--- src/rtl/movement_queue_pkg.sv ---
// Shared key codes, direction encoding and helpers for the snake input path.
package movement_queue_pkg;

  typedef enum logic [1:0] {
    MOVEMENT_UP    = 2'd0,
    MOVEMENT_DOWN  = 2'd1,
    MOVEMENT_LEFT  = 2'd2,
    MOVEMENT_RIGHT = 2'd3
  } movement_t;

  typedef enum logic [1:0] {
    DEC_IDLE,
    DEC_EXT,
    DEC_BRK,
    DEC_EXT_BRK
  } dec_state_t;

  localparam logic [7:0] KEYBOARD_ARROW_UP     = 8'h75;
  localparam logic [7:0] KEYBOARD_ARROW_DOWN   = 8'h72;
  localparam logic [7:0] KEYBOARD_ARROW_LEFT   = 8'h6B;
  localparam logic [7:0] KEYBOARD_ARROW_RIGHT  = 8'h74;
  localparam logic [7:0] KEYBOARD_EXT_PREFIX   = 8'hE0;
  localparam logic [7:0] KEYBOARD_BREAK_PREFIX = 8'hF0;
  localparam logic [7:0] KEYBOARD_SPACE        = 8'h29;

  // Opposites share the axis bit and differ in the sense bit.
  function automatic logic is_opposite(input movement_t a, input movement_t b);
    return (a[1] == b[1]) && (a[0] != b[0]);
  endfunction

  function automatic logic is_arrow(input logic [7:0] code);
    return (code == KEYBOARD_ARROW_UP)   || (code == KEYBOARD_ARROW_DOWN) ||
           (code == KEYBOARD_ARROW_LEFT) || (code == KEYBOARD_ARROW_RIGHT);
  endfunction

  function automatic movement_t arrow_dir(input logic [7:0] code);
    case (code)
      KEYBOARD_ARROW_UP:   return MOVEMENT_UP;
      KEYBOARD_ARROW_DOWN: return MOVEMENT_DOWN;
      KEYBOARD_ARROW_LEFT: return MOVEMENT_LEFT;
      default:             return MOVEMENT_RIGHT;
    endcase
  endfunction

endpackage

--- src/rtl/movement_queue_if.sv ---
// Byte/tick inputs and direction/status outputs of the movement queue.
interface movement_queue_if
  import movement_queue_pkg::*;
#(
  parameter int unsigned DEPTH = 4
);
  localparam int unsigned CW = $clog2(DEPTH + 1);

  logic [7:0]    received_data;
  logic          received_data_en;
  logic          step_i;
  logic          flush_i;
  movement_t     movement_o;
  logic          paused_o;
  logic [CW-1:0] queue_count_o;
  logic          dropped_o;

  modport master (
    output received_data, received_data_en, step_i, flush_i,
    input  movement_o, paused_o, queue_count_o, dropped_o
  );

  modport slave (
    input  received_data, received_data_en, step_i, flush_i,
    output movement_o, paused_o, queue_count_o, dropped_o
  );
endinterface

--- src/rtl/movement_queue_decoder.sv ---
// PS/2 set-2 prefix tracker: flags make codes (plain or E0-extended), swallows breaks.
module ps2_code_decoder
  import movement_queue_pkg::*;
(
  input  logic       clk50m_i,
  input  logic       rst_n_i,
  input  logic [7:0] received_data,
  input  logic       received_data_en,
  output logic       make_valid,
  output logic       is_ext,
  output logic [7:0] code
);

  dec_state_t state, state_nxt;

  always_ff @(posedge clk50m_i or negedge rst_n_i) begin
    if (!rst_n_i) state <= DEC_IDLE;
    else          state <= state_nxt;
  end

  always_comb begin
    state_nxt  = state;
    make_valid = 1'b0;
    is_ext     = 1'b0;
    code       = received_data;
    if (received_data_en) begin
      case (state)
        DEC_IDLE: begin
          if (received_data == KEYBOARD_EXT_PREFIX)        state_nxt = DEC_EXT;
          else if (received_data == KEYBOARD_BREAK_PREFIX) state_nxt = DEC_BRK;
          else                                             make_valid = 1'b1;
        end
        DEC_EXT: begin
          if (received_data == KEYBOARD_BREAK_PREFIX) state_nxt = DEC_EXT_BRK;
          else if (received_data != KEYBOARD_EXT_PREFIX) begin
            make_valid = 1'b1;
            is_ext     = 1'b1;
            state_nxt  = DEC_IDLE;
          end
        end
        default: state_nxt = DEC_IDLE;
      endcase
    end
  end

endmodule

--- src/rtl/movement_queue.sv ---
// Turn FIFO between the PS/2 decoder and the game step engine: one turn per tick.
module movement_queue
  import movement_queue_pkg::*;
#(
  parameter int unsigned DEPTH        = 4,
  parameter movement_t   INIT_DIR     = MOVEMENT_RIGHT,
  parameter bit          EXT_REQUIRED = 1'b1,
  parameter logic [7:0]  PAUSE_CODE   = KEYBOARD_SPACE
) (
  input logic             clk50m_i,
  input logic             rst_n_i,
  movement_queue_if.slave bus
);

  localparam int unsigned PW = $clog2(DEPTH);
  localparam int unsigned CW = $clog2(DEPTH + 1);
  localparam logic [CW-1:0] FULL_C = CW'(DEPTH);
  localparam logic [CW-1:0] ONE_C  = CW'(1);
  localparam logic [PW-1:0] PTR_ONE = PW'(1);

  logic          make_valid, is_ext;
  logic [7:0]    code;
  movement_t     fifo [DEPTH];
  logic [PW-1:0] rd_ptr, wr_ptr;
  logic [CW-1:0] count_r;
  movement_t     movement_r;
  logic          paused_r, dropped_r;

  movement_t req_dir, tail;
  logic      arrow_req, pause_req, turn_ok, push, pop, drop;

  ps2_code_decoder u_decoder (
    .clk50m_i         (clk50m_i),
    .rst_n_i          (rst_n_i),
    .received_data    (bus.received_data),
    .received_data_en (bus.received_data_en),
    .make_valid       (make_valid),
    .is_ext           (is_ext),
    .code             (code)
  );

  // Tail is taken before any same-cycle pop so a turn is filtered against what was queued.
  always_comb begin
    arrow_req = make_valid && is_arrow(code) && (is_ext || !EXT_REQUIRED);
    pause_req = make_valid && !is_ext && (code == PAUSE_CODE);
    req_dir   = arrow_dir(code);
    tail      = (count_r != '0) ? fifo[wr_ptr - PTR_ONE] : movement_r;
    turn_ok   = arrow_req && !paused_r && (req_dir != tail) && !is_opposite(req_dir, tail);
    push      = turn_ok && (count_r != FULL_C);
    drop      = turn_ok && (count_r == FULL_C);
    pop       = bus.step_i && !paused_r && (count_r != '0);
  end

  always_ff @(posedge clk50m_i) begin
    if (push && !bus.flush_i) fifo[wr_ptr] <= req_dir;
  end

  always_ff @(posedge clk50m_i or negedge rst_n_i) begin
    if (!rst_n_i) begin
      movement_r <= INIT_DIR;
      paused_r   <= 1'b0;
      dropped_r  <= 1'b0;
      count_r    <= '0;
      rd_ptr     <= '0;
      wr_ptr     <= '0;
    end else if (bus.flush_i) begin
      movement_r <= INIT_DIR;
      paused_r   <= 1'b0;
      dropped_r  <= 1'b0;
      count_r    <= '0;
      rd_ptr     <= '0;
      wr_ptr     <= '0;
    end else begin
      dropped_r <= drop;
      if (pause_req) paused_r <= ~paused_r;
      if (push) wr_ptr <= wr_ptr + PTR_ONE;
      if (pop) begin
        rd_ptr     <= rd_ptr + PTR_ONE;
        movement_r <= fifo[rd_ptr];
      end
      case ({push, pop})
        2'b10:   count_r <= count_r + ONE_C;
        2'b01:   count_r <= count_r - ONE_C;
        default: count_r <= count_r;
      endcase
    end
  end

  assign bus.movement_o    = movement_r;
  assign bus.paused_o      = paused_r;
  assign bus.queue_count_o = count_r;
  assign bus.dropped_o     = dropped_r;

endmodule

--- src/flat_wrapper.sv ---
// flat-port wrapper written by rule: the top's interface ports become plain ports
module movement_queue_flat import movement_queue_pkg::*;
#(
  parameter int unsigned DEPTH        = 4,
  parameter movement_t   INIT_DIR     = MOVEMENT_RIGHT,
  parameter bit          EXT_REQUIRED = 1'b1,
  parameter logic [7:0]  PAUSE_CODE   = KEYBOARD_SPACE
)
  (clk50m_i, rst_n_i, bus_received_data, bus_received_data_en, bus_step_i, bus_flush_i, bus_movement_o, bus_paused_o, bus_queue_count_o, bus_dropped_o);
  movement_queue_if #(.DEPTH(DEPTH)) bus_i ();
  input logic clk50m_i;
  input logic rst_n_i;
  input wire logic [$bits(bus_i.received_data)-1:0] bus_received_data;
  input wire logic [$bits(bus_i.received_data_en)-1:0] bus_received_data_en;
  input wire logic [$bits(bus_i.step_i)-1:0] bus_step_i;
  input wire logic [$bits(bus_i.flush_i)-1:0] bus_flush_i;
  output wire logic [$bits(bus_i.movement_o)-1:0] bus_movement_o;
  output wire logic [$bits(bus_i.paused_o)-1:0] bus_paused_o;
  output wire logic [$bits(bus_i.queue_count_o)-1:0] bus_queue_count_o;
  output wire logic [$bits(bus_i.dropped_o)-1:0] bus_dropped_o;
  assign bus_i.received_data = bus_received_data;
  assign bus_i.received_data_en = bus_received_data_en;
  assign bus_i.step_i = bus_step_i;
  assign bus_i.flush_i = bus_flush_i;
  assign bus_movement_o = bus_i.movement_o;
  assign bus_paused_o = bus_i.paused_o;
  assign bus_queue_count_o = bus_i.queue_count_o;
  assign bus_dropped_o = bus_i.dropped_o;
  movement_queue #(.DEPTH(DEPTH), .INIT_DIR(INIT_DIR), .EXT_REQUIRED(EXT_REQUIRED), .PAUSE_CODE(PAUSE_CODE)) u_core (.clk50m_i(clk50m_i), .rst_n_i(rst_n_i), .bus(bus_i));
endmodule
--- config.mk ---
export PLATFORM = sky130hd
export DESIGN_NAME = movement_queue_flat
export DESIGN_NICKNAME = d
export VERILOG_FILES = /design/src/rtl/movement_queue_pkg.sv /design/src/rtl/movement_queue_if.sv /design/src/rtl/movement_queue_decoder.sv /design/src/rtl/movement_queue.sv /design/src/flat_wrapper.sv
export SDC_FILE = /design/constraint.sdc
export NUM_CORES = 1
export LEC_CHECK = 0
export BUFFER_PORTS_ARGS = -buffer_cell sky130_fd_sc_hd__buf_2
export CORE_UTILIZATION = 25
export DETAILED_ROUTE_END_ITERATION = 7
export GPL_TIMING_DRIVEN = 0
export PLACE_DENSITY = 0.4
export SETUP_SLACK_MARGIN = 0.4
export SLEW_MARGIN = 5
export SYNTH_ARGS = -nofsm -noshare
export SYNTH_HDL_FRONTEND = slang
export SYNTH_SLANG_ARGS = --single-unit
--- constraint.sdc ---
create_clock -name clk50m_i -period 3.3 [get_ports clk50m_i]
set_input_delay 0.66 -clock clk50m_i [delete_from_list [all_inputs] [get_ports clk50m_i]]
set_output_delay 0.66 -clock clk50m_i [all_outputs]
set_load 0.005 [all_outputs]
[Word level (Yosys, flattened, before mapping)]
Memory sizes are Yosys's and may differ from the RTL's.
Index checks and enable logic that the tools add are counted.
Cells by class
  $add $sub $neg: 5
  eq/ne operators: 18
  muxes and demuxes: 28
  bitwise operators: 1
  reductions and logical operators: 27
Operators by type and width (number)
  == test 8 x 7 -> 1 bit, second input constant: 4
  2-to-1 mux 2 bit: 11
  == test 8 bit, second input constant: 2
  logical AND 1 bit: 13
  2-to-1 mux 1 bit: 12
  inequality test 3 bit, second input constant: 3
  == test 8 x 6 -> 1 bit, second input constant: 1
  inequality test 8 bit, second input constant: 1
  case mux 2 bit (3 select lines): 1
  case mux 3 bit (2 select lines): 1
  nonzero test 2 bit: 3
  nonzero test 3 bit: 2
  adder 2 x 1 -> 2 bit, second input constant: 2
  == test 2 x 1 -> 1 bit, second input constant: 2
  logical NOT 1 bit: 4
  case mux 2 bit (2 select lines): 1
  adder 3 x 1 -> 3 bit, second input constant: 1
  == test 3 bit, second input constant: 1
  logical OR 1 bit: 3
  2-to-1 mux 3 bit: 1
  AND reduction 3 bit: 1
  subtractor 3 x 1 -> 3 bit, second input constant: 1
  == test 2 bit, second input constant: 1
  logical NOT 2 bit: 1
  other kinds (6): 6
Word-level totals
  flip-flop bits (word level): 13
  bits in writable memories: 8
  bits of input ports: 13
  memories: 1
Memories
  u_core.fifo: words 4, width 2, read ports 2, clocked after Yosys merged registers in 0, wr ports 1, line movement_queue.sv:23  | movement_t fifo [DEPTH];

[Longest topological paths before layout]
Gate-level depths: netlist of run 1.
  depth in word-level cells: 14
  gate-level depth with buffers: 10
  depth with buffers taken out: 10

[By module]
From an unflattened synthesis of run 1, not the netlist that was laid out.
Unflattened totals
  cell total of the unflattened synthesis: 134
  area, all modules: 1425.1 um^2
By module, submodules not included
  movement_queue: times used 1, cells each 111, area an instance 1232.4 um^2
  ps2_code_decoder: times used 1, cells each 23, area an instance 192.7 um^2

[Worst setup path before layout of run 1]
OpenSTA, ideal clock, no wires.
  path type: register to register
  start: reg u_core.wr_ptr[0]
  end: reg u_core.count_r[2], in the netlist u_core.bus.queue_count_o[2]
  data arrival time: 2.907 ns
  required time: 3.235 ns
  setup slack: 0.328 ns
  cell stages (with the launch flop): 11
  clock period less this slack: 2.972 ns
  cells stage by stage: dfrtp_1 -> inv_1 -> ha_1 -> mux4_2 -> mux2i_1 -> xnor2_1 -> a31oi_1 -> fa_1 -> or4_1 -> a211o_1 -> nand2_1
On the way
  longest elaborated chain between the ends: 11
Ends and longest elaborated chain
  start, declared: line movement_queue.sv:24  | logic [PW-1:0] rd_ptr, wr_ptr;
  start signal, assigned: line movement_queue.sv:76  | if (push) wr_ptr <= wr_ptr + PTR_ONE;
  subtractor 2 x 1 -> 2 bit (*): line movement_queue.sv:47  | tail = (count_r != '0) ? fifo[wr_ptr - PTR_ONE] : movement_r;
  memory (4 x 2 bit) (*)
  2-to-1 mux 2 bit (*): line movement_queue.sv:47
  == test 1 bit / inequality test 1 bit (equally long branches): line movement_queue_pkg.sv:28  | return (a[1] == b[1]) && (a[0] != b[0]);
  logical AND 1 bit: line movement_queue_pkg.sv:28
  logical NOT 1 bit: line movement_queue.sv:48  | turn_ok = arrow_req && !paused_r && (req_dir != tail) && !is_opposite(req_dir, tail);
  logical AND 1 bit (*): line movement_queue.sv:48
  logical AND 1 bit (*): line movement_queue.sv:49  | push = turn_ok && (count_r != FULL_C);
  == test 2 x 1 -> 1 bit / == test 2 bit (equally long branches): line movement_queue.sv:81  | case ({push, pop})
  case mux 3 bit (2 select lines): line movement_queue.sv:81
  2-to-1 mux 3 bit: line movement_queue.sv:66  | end else if (bus.flush_i) begin
  end signal, assigned: line movement_queue.sv:82  | 2'b10: count_r <= count_r + ONE_C;
  end signal, assigned: line movement_queue.sv:83  | 2'b01: count_r <= count_r - ONE_C;
  end signal, assigned: line movement_queue.sv:84  | default: count_r <= count_r;
  end, declared: line movement_queue.sv:25  | logic [CW-1:0] count_r;
Mark *: on every way between the ends. The rest lies on a longest branch, timed or not.
A chain may end at the register's enable or synchronous reset.

[Worst setup path after layout of run 1]
  start: reg u_core.wr_ptr[1]
  end: reg u_core.count_r[2], in the netlist u_core.bus.queue_count_o[2]
The elaborated chain is that of the path after synthesis.

==> summary.md, run 1 <==
| Metric | Value |
|---|---|
| Synth Area in XOR/XNOR | `3.238%` |
| Number of vias in the routed layout | `1,088` |
| Transition time at the pin with the least slew margin | `0.6129 ns` |
| Worst vdd rail ir drop | `184.7 uV` |
| Number of synthesized flops with an enable pin | `8` |
| Area enclosed by the die boundary | `5709 sq um` |
| Via count of the first global-routing pass | `1,038` |
| Max frequency | `359.7 MHz` |
| Delay of the slowest critical-path stage | `0.41 ns` |
| DP HPWL | `2334 microns` |
| Worst slack at placement | `0.01500 ns` |
| Top cells by area, synth | `dfrtp_1 20%, edfxtp_1 18%, nor3b_1 5.0%, mux4_2 5.0%, dfstp_2 3.9%` |
| Final Hold Fails | `0` |
| Top fanout value on the critical path | `4` |
| Total Nets Final | `173` |
| Required time of the critical path | `3.51 ns` |
| WP buf/inv | `1` |
| Final Core Density | `32.44%` |
| Top_reg_cell synth | `dfrtp_1` |
| Avg Vias per Cell | `4.857` |
| First-pass GRT wire length | `5043 microns` |
| Outcome | `finished, final reports clean` |
| Adder-cell area share of the yosys netlist | `5.180%` |
| Net Count, Synth | `144` |
| Final design area excluding fillers | `1678 sq um` |
| Clock Sink Count | `21` |
| Count of fill cells added during filler insertion | `537` |
| P per Cell Area | `515.2 nW/um^2` |
| Overall fraction of global-route tracks in use | `11.97%` |
| Antenna diode count | `0` |
| Post-Synthesis Cell Area | `1353 sq um` |
| Area growth syn-to-layout | `24.05%` |
| Per-cell routed wire length | `14.27 microns` |
| Final critical delay including setup and external delays | `2.780 ns` |
| Max-slew violation count | `0` |
| Post-synthesis cell count | `126` |
| Slowest cell on crit path | `or4_1` |
| Post-synthesis area per instance | `10.73 sq um` |
| Core area | `5172 sq um` |
| Buffers added on ports | `19` |
| Synth Area in Compound Gates | `13.14%` |
| RSZ-0062 raised after global routing | `false` |
| Cells along the critical path | `inv_2 -> ha_4 -> mux4_2 -> mux2i_4 -> xnor2_2 -> a31oi_2 -> fa_2 -> or4_1 -> a211o_1 -> nand2_1` |
| Initial antenna violation count | `0` |
| Gate family responsible for the most delay along the worst path | `adder cells` |
| DRC | `0` |
| Sequential element share of the synthesized area | `42.00%` |
| Clock latency on the worst-skew pair | `0.26 ns` |
| Kind of launch point of the worst setup path | `flop` |
| Basic-gate share of the synthesized area counting and, or, nand and nor cells | `27.29%` |
| Number of endpoints failing setup at the final stage | `0` |
| Worst clock skew on the final layout | `0.004223 ns` |
| Maximum clock insertion buffer count | `2` |
| Floorplan die height | `75.56 microns` |
| ANT nets after route | `0` |
| Top cell type by total area after synthesis | `dfrtp_1` |
| Pleak | `0.6629 nW` |
| Arr. time, crit path | `2.99 ns` |
| Largest family of logic cells by synthesized area | `simple AND/OR/NAND/NOR gates` |
| Boundary Pins | `20` |
| Async set-reset flop share out of synthesis | `61.90%` |
| Post-detailed-routing wire length | `3196 microns` |
| Final critical-path setup slack | `0.5198 ns` |
| Placer Congestion | `0.7585` |
| Share of synthesized area spent on multiplexers | `6.846%` |
| Number of H-tree levels | `1` |
| Top cell type's share of synthesized area | `20.35%` |
| Starting density of the core | `26.15%` |
| Count of different cell masters after synthesis | `44` |
| Storage element area | `568.0 sq um` |
| Synthesis warning total | `0` |
| Multi-input logic area | `812.0 sq um` |
| CTS tree | `done` |
| CP Capture Type | `flop` |
| Max-Slew Margin vs Limit | `59.14%` |
| Final cycle utilization of the critical path | `84.25%` |
| Category of the critical setup timing path | `flop to flop` |
| Num CTS Buffers | `3` |
| CTS root buffer | `clkbuf_8` |
| Layout Cells excl Fill | `224` |
| Placed instance count | `215` |
| Overall power of the completed layout | `864.4 uW` |
| Clock transition at the registers of the reported paths | `0.08 ns` |
| Detailed Route Iter0 Violations | `79` |
| Pin count of the biggest net entering global routing | `14` |
| First-pass detailed-route iteration total | `4` |
| Final Hold Slack | `0.2783 ns` |
| Horizontal die dimension | `75.56 microns` |
| Standard-cell row count | `26` |
| Cell area reported after detailed placement | `1548 sq um` |
| Setup total negative slack | `0 ns` |
| Path class of the lowest-slack min-delay path | `primary input to async pin` |
| Gr ovfl total | `0` |
| Seq cells post-synth | `21` |
| Count of max-cap constraint violations | `0` |
| Fraction of final layout cells with drive strength greater than 1 | `31.82%` |
## metal layers
metal	up-vias	wire length (microns)	global-route usage, %
met4	0	34	4.733
met3	2	105	1.720
met2	22	1538	19.94
met1	535	1518	15.68
li1	529	-	-
met5	-	0	0
## layout by cell type (no fill, tap or decap), types with 2 or more instances in the layout
cell and instances:
o21ai_0 3, buf_2 20, nand3b_1 7, o21ai_1 2, dfrtp_1 11, nor3b_1 9, nor4b_1 2, o22ai_1 4
a211o_1 3, inv_1 3, nor2_1 6, inv_2 2, clkbuf_8 3, nand2_1 11, nor3_1 2, nand4_1 2
a21oi_1 4, xnor2_1 2, dfstp_2 2, nand2b_1 2, and3b_1 2, ha_1 3, edfxtp_1 8, nor2b_1 3
nand3_1 3, xor2_1 2, buf_4 5, mux4_2 3, or3b_1 2
## worst reg2reg max path, delay by kind of cell (launching register included)
family,cells,cell delay [ns]
adders and majority gates,2,0.67
muxes,2,0.53
and+or+nand+nor,2,0.47
AOI/OAI and AO/OA,2,0.43
DFF,1,0.40
xor gates and xnor gates,1,0.16
buffers and inverters,1,0.07
## sequential cells by signal, summed over array words and instances (netlist names)
signal / cells
u_core.bus.dropped_o: 1
u_core.fifo: 8
u_core.bus.paused_o: 1
u_core.wr_ptr: 2
u_core.u_decoder.state: 2
u_core.rd_ptr: 2
u_core.bus.movement_o: 2
u_core.bus.queue_count_o: 3
## what timing repair did
item | 4_1_cts | 5_1_grt
hold buffers | 0 | 0
pin swaps | 0 | 4
setup endpoints to repair | 1 | 1
resized for setup | 3 | 6
buffers inserted | 2 | 3
hold endpoints to repair | 0 | 0
## cells in the mapped netlist, drive strengths merged, types with 3 or more instances
cell    instances
nand2          11
nand3b          7
mux4            3
ha              4
edfxtp          8
a211o           3
dfrtp          11
nor3b          10
nand3           3
xnor2           3
nor2b           3
a21oi           5
o22ai           4
nor3            4
nor2            6
o21ai           5
or3b            3
inv             5
## final timing paths
check                                              start                     endpoint  slack, ns  depth (start not counted)
worst max-delay path                    u_core.wr_ptr[1]  u_core.bus.queue_count_o[2]       0.52                         10
worst min-delay path                             rst_n_i  u_core.bus.queue_count_o[1]       0.28                          1
worst max register to register          u_core.wr_ptr[1]  u_core.bus.queue_count_o[2]       0.52                         10
worst min register to register  u_core.bus.movement_o[0]     u_core.bus.movement_o[0]       0.49                          2
max in group asynchronous                        rst_n_i     u_core.bus.movement_o[0]       2.73                          1
min in group clk50m_i           u_core.bus.movement_o[0]     u_core.bus.movement_o[0]       0.49                          2
## cell families (layout without fill, tap and decap cells)
group	Yosys count	in the layout
AOI/OAI and AO/OA	24	24
xor gates and xnor gates	5	5
adders and majority gates	5	5
buffers and inverters	8	36
DFF	21	21
muxes	5	5
and+or+nand+nor	58	58
## layout make-up
type	count	share of cell area (%)
multi-input cells	97	48.40
flip-flops and latches	21	33.86
repair buffers	24	7.905
well taps	70	5.220
clock buffers	3	2.461
inverters	5	1.119
plain buffers	3	0.7457
clock inverters	1	0.2983
## power by group
| part | internal [mW] | switching [mW] |
|---|---|---|
| registers | 0.299 | 0.0459 |
| clock network | 0.0842 | 0.0889 |
| logic | 0.185 | 0.162 |
| total | 0.567 | 0.297 |
Power figures use the tool's default switching activity.
==> run 2, diff against run 1 <==
--- a/config.mk
+++ b/config.mk
@@ -5,6 +5,7 @@
 export SDC_FILE = /design/constraint.sdc
 export NUM_CORES = 1
 export LEC_CHECK = 0
+export ABC_AREA = 1
 export BUFFER_PORTS_ARGS = -buffer_cell sky130_fd_sc_hd__buf_2
 export CORE_UTILIZATION = 25
 export DETAILED_ROUTE_END_ITERATION = 7
==> constraint.sdc (replaced) <==
create_clock -name clk50m_i -period 2.6 [get_ports clk50m_i]
set_input_delay 0.52 -clock clk50m_i [delete_from_list [all_inputs] [get_ports clk50m_i]]
set_output_delay 0.52 -clock clk50m_i [all_outputs]
set_load 0.005 [all_outputs]
==> run 2 against run 1 <==
Against the previous run:
- final cell count up 25%
- sequential power about the same
- utilization increased by 1.3 points
- synthesized cell count is 40% higher
- via count rose by 14%
- largest cell class unchanged
- largest power group is now registers
==> summary.md, run 2 <==
| Metric | Value |
|---|---|
| Leading cell types in the layout, fill and taps excluded | `46 x nand2_1, 23 x inv_1, 19 x buf_2, 15 x nand3_1, 14 x nor2_1` |
| Synthesis warning total | `0 (unchanged)` |
| Post-detailed-routing wire length | `3107 microns (-2.8%)` |
| Transition time at the pin with the least slew margin | `0.3489 ns (-0.2640 ns)` |
| Detailed Route Iter0 Violations | `37 (-53%)` |
| Pin count of the biggest net entering global routing | `14 (unchanged)` |
| Final Hold Fails | `0 (unchanged)` |
| Arr. time, crit path | `2.43 ns (-0.56 ns)` |
| Max-slew violation count | `0 (unchanged)` |
| Top cell type's share of synthesized area | `19.96% (-0.39 points)` |
| Fraction of final layout cells with drive strength greater than 1 | `33.18% (+1.4 points)` |
| DRC | `0 (unchanged)` |
| Clock transition at the registers of the reported paths | `0.08 ns (about the same)` |
| Floorplan die height | `76.27 microns (+0.94%)` |
| Sequential element share of the synthesized area | `41.20% (-0.80 points)` |
| Final cycle utilization of the critical path | `87.37% (+3.1 points)` |
| Final critical delay including setup and external delays | `2.272 ns (-0.5084 ns)` |
| Worst reg2reg startpoint | `u_core.wr_ptr[0]` |
| Number of synthesized flops with an enable pin | `8 (unchanged)` |
| Synth Area in Compound Gates | `6.080% (-7.1 points)` |
| Max-Slew Margin vs Limit | `76.53% (+17 points)` |
| Initial antenna violation count | `0 (unchanged)` |
| Category of the critical setup timing path | `flop to flop` |
| Share of synthesized area spent on multiplexers | `0% (-6.8 points)` |
| Most common cell in the netlist | `nand2_1` |
| ANT nets after route | `0 (unchanged)` |
| Final design area excluding fillers | `1755 sq um (+4.6%)` |
| Total Nets Final | `230 (+33%)` |
| Path class of the lowest-slack min-delay path | `primary input to async pin` |
| Adder-cell area share of the yosys netlist | `5.082% (-0.099 points)` |
| Antenna diode count | `0 (unchanged)` |
| DP HPWL | `2416 microns (+3.5%)` |
| Setup total negative slack | `0 ns (unchanged)` |
| Required time of the critical path | `2.75 ns (-0.76 ns)` |
| First-pass GRT wire length | `5230 microns (+3.7%)` |
| Area growth syn-to-layout | `27.31%` |
| Area enclosed by the die boundary | `5816 sq um (+1.9%)` |
| Core area | `5205 sq um (+0.63%)` |
| Top_reg_cell synth | `dfrtp_1` |
| Worst clock skew on the final layout | `0.001671 ns (-0.002552 ns)` |
| Count of fill cells added during filler insertion | `559 (+4.1%)` |
| CP Capture Type | `flop` |
| CTS tree | `done` |
| CTS root buffer | `clkbuf_8` |
| Overall power of the completed layout | `621.8 uW (-28%)` |
| Max frequency | `440.2 MHz (+22%)` |
| Top cell type by total area after synthesis | `dfrtp_1` |
| Launch point of the worst path | `u_core.wr_ptr[0]` |
| Via count of the first global-routing pass | `1,183 (+14%)` |
| Starting density of the core | `26.49% (+0.34 points)` |
| Gr ovfl total | `0 (unchanged)` |
| Seq cells post-synth | `21 (unchanged)` |
| Number of endpoints failing setup at the final stage | `0 (unchanged)` |
| Async set-reset flop share out of synthesis | `61.90% (unchanged)` |
| Worst vdd rail ir drop | `140.5 uV (-24%)` |
| Buffers added on ports | `19 (unchanged)` |
| Clock Sink Count | `21 (unchanged)` |
| Kind of launch point of the worst setup path | `flop` |
| Cell area reported after detailed placement | `1592 sq um (+2.8%)` |
| Post-synthesis cell count | `176 (+40%)` |
| Layout Cells excl Fill | `281 (+25%)` |
| Net Count, Synth | `194 (+35%)` |
| Placed instance count | `265 (+23%)` |
| Maximum clock insertion buffer count | `2 (unchanged)` |
| Number of flip-flops in the largest register | `8 (unchanged)` |
| Largest family of logic cells by synthesized area | `simple AND/OR/NAND/NOR gates` |
| Synth Area in XOR/XNOR | `0.6352% (-2.6 points)` |
| Standard-cell row count | `26 (unchanged)` |
| First-pass detailed-route iteration total | `4 (unchanged)` |
| Per-cell routed wire length | `11.06 microns (-23%)` |
| Outcome | `finished, final reports clean` |
| Num CTS Buffers | `3 (unchanged)` |
| Number of vias in the routed layout | `1,241 (+14%)` |
| Post-synthesis area per instance | `7.834 sq um (-27%)` |
| Basic-gate share of the synthesized area counting and, or, nand and nor cells | `38.84% (+12 points)` |
| Largest reg by FF count | `u_core.fifo` |
| Top cells by area, synth | `dfrtp_1 20%, edfxtp_1 17%, nand2_1 13%, inv_1 7.6%, nand3_1 6.2%` |
| RSZ-0062 raised after global routing | `true` |
| Pleak | `0.8430 nW (+27%)` |
| Cell types with the highest counts after synthesis | `48 x nand2_1, 28 x inv_1, 17 x nand3_1` |
| P per Cell Area | `354.2 nW/um^2 (-31%)` |
| Placer Congestion | `0.7025 (-7.4%)` |
| Number of H-tree levels | `1 (unchanged)` |
| Avg Vias per Cell | `4.416 (-9.1%)` |
| Reg-to-reg setup timing slack | `0.33 ns (-0.19 ns)` |
| Count of different cell masters after synthesis | `27 (-39%)` |
| Post-Synthesis Cell Area | `1379 sq um (+1.9%)` |
| Most common cell after layout, fill and taps aside | `nand2_1` |
| Overall fraction of global-route tracks in use | `11.17% (-0.80 points)` |
| Boundary Pins | `20 (unchanged)` |
| Horizontal die dimension | `76.27 microns (+0.94%)` |
| Clock latency on the worst-skew pair | `0.26 ns (about the same)` |
| Count of max-cap constraint violations | `0 (unchanged)` |
| Top fanout value on the critical path | `3 (-1)` |
[run 2: changes by cell type after synthesis, moves of 4 or more]
cell	change
inv_1	+23
nand2_1	+37
nand2_2	+4
nand2_4	+4
nand3_1	+14
nand3b_1	-7
nor2_1	+10
nor3b_1	-9
[run 2: cells by family (layout without fill, tap and decap cells)]
family / after synthesis / in the layout
simple gates: 105 / 105
buf+inv: 30 / 65
flops: 21 / 21
compound gates: 14 / 14
fa+ha+maj: 5 / 5
xor+xnor: 1 / 1
[run 2: layout make-up]
class	instances	area (sq um)	area share [%]
clock inverter	1	5.005	0.2851
multi-input combinational	125	750.7	42.77
sequential	21	570.5	32.50
inverter	30	115.1	6.557
timing repair buffer	31	185.2	10.55
clock buffer	3	41.29	2.352
tap	70	87.58	4.989
[run 2: metal layers]
metal  vias up  track usage (%)  part of all wire, %
met5         -                0                    0
met4         0            5.192                  1.1
met3         2            1.557                  3.8
met2        28            19.37                   51
met1       579            13.61                   44
li1        632                -                    -
[run 2: through the flow]
step / util [%] / hold slack (ns) / worst slack [ns]
after floorplan: - / 0.2244 / 0.3383
after global placement: 30.58 / 0.4366 / 0.09666
after detailed placement: 30.58 / 0.4446 / 0.06857
after CTS: 32.79 / 0.1527 / 0.2524
after global routing: 33.73 / 0.1700 / 0.1778
final: 33.73 / 0.1504 / 0.3283
[run 2: critical path, stage by stage (launching register included)]
cell,delay [ns]
dfrtp_2,0.43
inv_4,0.07
ha_4,0.19
inv_2,0.06
nand3_2,0.06
nand2_2,0.08
nand2_4,0.06
nand2_4,0.07
nand2_4,0.05
nand2_4,0.07
nand3_4,0.08
nand2_4,0.10
inv_2,0.04
fa_2,0.35
xnor2_2,0.19
inv_1,0.06
nand2_1,0.05
nand2_1,0.04
nand3_1,0.06
nand2_1,0.06
[run 2: timing repair]
action | 4_1_cts | 5_1_grt
pin swaps | 11 | 9
endpoints found under the setup margin | 10 | 10
gates cloned | 0 | 0
hold buffers | 0 | 0
resized for setup | 8 | 6
setup buffers | 7 | 5
[run 2: power by group]
group / total, mW / internal, mW / switching, mW
registers: 0.347 / 0.345 / 0.00180
clock network: 0.219 / 0.107 / 0.112
logic: 0.0557 / 0.0189 / 0.0368
[run 2: path summary, 6_finish.rpt]
check | endpoint | depth (start not counted)
hold reg to reg | u_core.u_decoder.state[0] | 2
hold / removal | u_core.wr_ptr[1] | 1
max in group asynchronous | u_core.bus.movement_o[1] | 1
setup reg to reg | u_core.bus.queue_count_o[2] | 19
setup / recovery | u_core.bus.queue_count_o[2] | 19
min in group clk50m_i | u_core.u_decoder.state[1] | 2
==> run 3, diff against run 2 <==
--- a/config.mk
+++ b/config.mk
@@ -7,10 +7,13 @@
 export LEC_CHECK = 0
 export ABC_AREA = 1
 export BUFFER_PORTS_ARGS = -buffer_cell sky130_fd_sc_hd__buf_2
+export CELL_PAD_IN_SITES_DETAIL_PLACEMENT = 0
+export CELL_PAD_IN_SITES_GLOBAL_PLACEMENT = 2
+export CORE_ASPECT_RATIO = 0.5
 export CORE_UTILIZATION = 25
 export DETAILED_ROUTE_END_ITERATION = 7
 export GPL_TIMING_DRIVEN = 0
-export PLACE_DENSITY = 0.4
+export PLACE_DENSITY = 0.62
 export SETUP_SLACK_MARGIN = 0.4
 export SLEW_MARGIN = 5
 export SYNTH_ARGS = -nofsm -noshare
==> run 3 against run 2 <==
Against the previous run:
- sequential power barely moved
- maximum frequency up 1.4%
- first-iteration DRC count grew 8.1%
- critical path type unchanged
- critical endpoint unchanged
- largest power group unchanged
==> summary.md, run 3 (synthesis gave the netlist of run 2 again) <==
| Metric | Value |
|---|---|
| Max frequency | `446.4 MHz (+1.4%)` |
| Final design area excluding fillers | `1737 sq um (-1.1%)` |
| Worst vdd rail ir drop | `157.8 uV (+12%)` |
| Number of vias in the routed layout | `1,182 (-4.8%)` |
| Horizontal die dimension | `107.0 microns (+40%)` |
| Buffers added on ports | `19 (unchanged)` |
| Fraction of final layout cells with drive strength greater than 1 | `30.62% (-2.6 points)` |
| Total Nets Final | `228 (-0.87%)` |
| CTS root buffer | `clkbuf_8` |
| Top fanout value on the critical path | `4 (+1)` |
| Final cycle utilization of the critical path | `86.15% (-1.2 points)` |
| Per-cell routed wire length | `11.57 microns (+4.7%)` |
| Overall fraction of global-route tracks in use | `12.49% (+1.3 points)` |
| Clock Sink Count | `21 (unchanged)` |
| Outcome | `finished, final reports clean` |
| Setup total negative slack | `0 ns (unchanged)` |
| Pin count of the biggest net entering global routing | `14 (unchanged)` |
| Largest reg by FF count | `u_core.fifo` |
| Category of the critical setup timing path | `flop to flop` |
| Internal power | `470.8 uW (about the same)` |
| ANT nets after route | `0 (unchanged)` |
| P per Cell Area | `357.4 nW/um^2 (+0.88%)` |
| Final critical delay including setup and external delays | `2.240 ns (-0.03176 ns)` |
| Layout Cells excl Fill | `279 (-0.71%)` |
| Transition time at the pin with the least slew margin | `0.4326 ns (+0.08370 ns)` |
| Most common cell after layout, fill and taps aside | `nand2_1` |
| Antenna diode count | `0 (unchanged)` |
| First-pass detailed-route iteration total | `5 (+1)` |
| Post-detailed-routing wire length | `3229 microns (+3.9%)` |
| Max-slew violation count | `0 (unchanged)` |
| CP Capture Type | `flop` |
| Kind of launch point of the worst setup path | `flop` |
| Number of H-tree levels | `1 (unchanged)` |
| Number of flip-flops in the largest register | `8 (unchanged)` |
| Boundary Pins | `20 (unchanged)` |
| RSZ-0062 raised after global routing | `true` |
| DP HPWL | `2560 microns (+5.9%)` |
| CTS tree | `done` |
| Pleak | `0.8344 nW (-1.0%)` |
| Initial antenna violation count | `0 (unchanged)` |
| Num CTS Buffers | `3 (unchanged)` |
| Area growth syn-to-layout | `25.95%` |
| Required time of the critical path | `2.76 ns (about the same)` |
| Count of max-cap constraint violations | `0 (unchanged)` |
| Path class of the lowest-slack min-delay path | `primary input to async pin` |
| Maximum clock insertion buffer count | `2 (unchanged)` |
| Net switching power figure | `149.8 uW (-0.70%)` |
| Placed instance count | `265 (unchanged)` |
| Starting density of the core | `26.97% (+0.48 points)` |
| Number of endpoints failing setup at the final stage | `0 (unchanged)` |
| Final Hold Slack | `0.1378 ns (-0.01260 ns)` |
| Cell area reported after detailed placement | `1592 sq um (unchanged)` |
| DRC | `0 (unchanged)` |
| Floorplan die height | `54.52 microns (-29%)` |
| Placer Congestion | `0.7330 (+4.3%)` |
| Leading cell types in the layout, fill and taps excluded | `46 x nand2_1, 25 x inv_1, 19 x buf_2, 15 x nor2_1, 15 x nand3_1` |
| Clock latency on the worst-skew pair | `0.26 ns (about the same)` |
| Final Hold Fails | `0 (unchanged)` |
| Worst clock skew on the final layout | `0.001730 ns (+0.00005893 ns)` |
| Area enclosed by the die boundary | `5834 sq um (+0.31%)` |
| Avg Vias per Cell | `4.237 (-4.1%)` |
| Arr. time, crit path | `2.40 ns (-0.03 ns)` |
| Gr ovfl total | `0 (unchanged)` |
| Max-Slew Margin vs Limit | `70.89% (-5.6 points)` |
| First-pass GRT wire length | `5395 microns (+3.2%)` |
| Switching part of the total power | `24.14% (-0.12 points)` |
| Core area | `5112 sq um (-1.8%)` |
| Detailed Route Iter0 Violations | `40 (+8.1%)` |
| Standard-cell row count | `18 (-31%)` |
| Via count of the first global-routing pass | `1,129 (-4.6%)` |
| Clock network power share | `35.1% (about the same)` |
| Fraction of power consumed by sequential logic | `55.9% (about the same)` |
| Clock transition at the registers of the reported paths | `0.08 ns (about the same)` |
| Fraction of power consumed by combinational cells | `9.0% (about the same)` |
==> run 3: cell count changes in the layout (fill, tap and decap cells not counted) <==
cell     change
dfrtp_2      -1
buf_4        -2
nor2_1       +1
dfrtp_1      +1
inv_2        -2
inv_1        +2
nor2_2       -1
==> run 3: cell type report <==
| type | count | area, sq um |
|---|---|---|
| inverter | 30 | 115.1 |
| fill | 544 | 3376 |
| tap | 70 | 87.58 |
| clock buffer | 3 | 41.29 |
| timing repair buffer | 29 | 170.2 |
| clock inverter | 1 | 5.005 |
| sequential | 21 | 569.3 |
| multi-input combinational | 125 | 748.2 |
==> run 3: final timing paths <==
check                                            startpoint                           to  slack [ns]  depth (start not counted)
worst max-delay path            u_core.bus.queue_count_o[0]  u_core.bus.queue_count_o[2]        0.36                         16
worst min-delay path                                rst_n_i         u_core.bus.dropped_o        0.14                          1
worst max register to register  u_core.bus.queue_count_o[0]  u_core.bus.queue_count_o[2]        0.36                         16
worst min register to register    u_core.u_decoder.state[0]    u_core.u_decoder.state[0]        0.53                          2
max in group asynchronous                           rst_n_i     u_core.bus.movement_o[0]        2.17                          1
min in group clk50m_i                  bus_received_data_en    u_core.u_decoder.state[1]        0.50                          2
==> run 3: what timing repair did <==
| action | in CTS | in global routing |
|---|---|---|
| setup endpoints to repair | 10 | 10 |
| hold buffers | 0 | 0 |
| buffers inserted | 7 | 3 |
| pin swaps | 11 | 9 |
| gates resized for setup | 8 | 2 |
==> run 3: power groups by stage <==
stage / clock [mW] / combinational, mW / sequential (mW)
3_5_place_dp: 0 / 0.0572 / 0.354
6_report: 0.218 / 0.0557 / 0.347
2_1_floorplan: 0 / 0.0317 / 0.353
5_1_grt: 0.243 / 0.0644 / 0.348
3_3_place_gp: 0 / 0.0574 / 0.354
4_1_cts: 0.235 / 0.0570 / 0.347
==> run 3: stage by stage <==
stage | utilization (%) | total power [mW] | setup WS (ns)
final | 33.97 | 0.6206 | 0.3600
after floorplan | - | 0.3852 | 0.3383
after CTS | 33.38 | 0.6393 | 0.3009
after global routing | 33.97 | 0.6555 | 0.1829
after global placement | 31.13 | 0.4111 | 0.03684
after detailed placement | 31.13 | 0.4111 | 0.03376
==> run 3: per-layer routing <==
| layer | GRT usage, % | part of all wire (%) | up-vias |
|---|---|---|---|
| met5 | 0 | 0 | - |
| li1 | - | - | 630 |
| met2 | 20.11 | 41 | 19 |
| met3 | 3.214 | 3.2 | 2 |
| met4 | 2.740 | 0.43 | 0 |
| met1 | 17.07 | 55 | 531 |
==> run 3: worst max-delay path, cell delays in order (launching register included) <==
cell,delay [ns]
dfrtp_1,0.43
inv_1,0.14
nand3b_4,0.11
or2_4,0.26
nand2_4,0.08
nand2_4,0.05
nand2_4,0.07
nand3_4,0.08
nand2_4,0.08
inv_2,0.03
fa_2,0.34
xnor2_2,0.18
inv_1,0.05
nand2_1,0.05
nand2_1,0.05
nand3_1,0.06
nand2_1,0.06
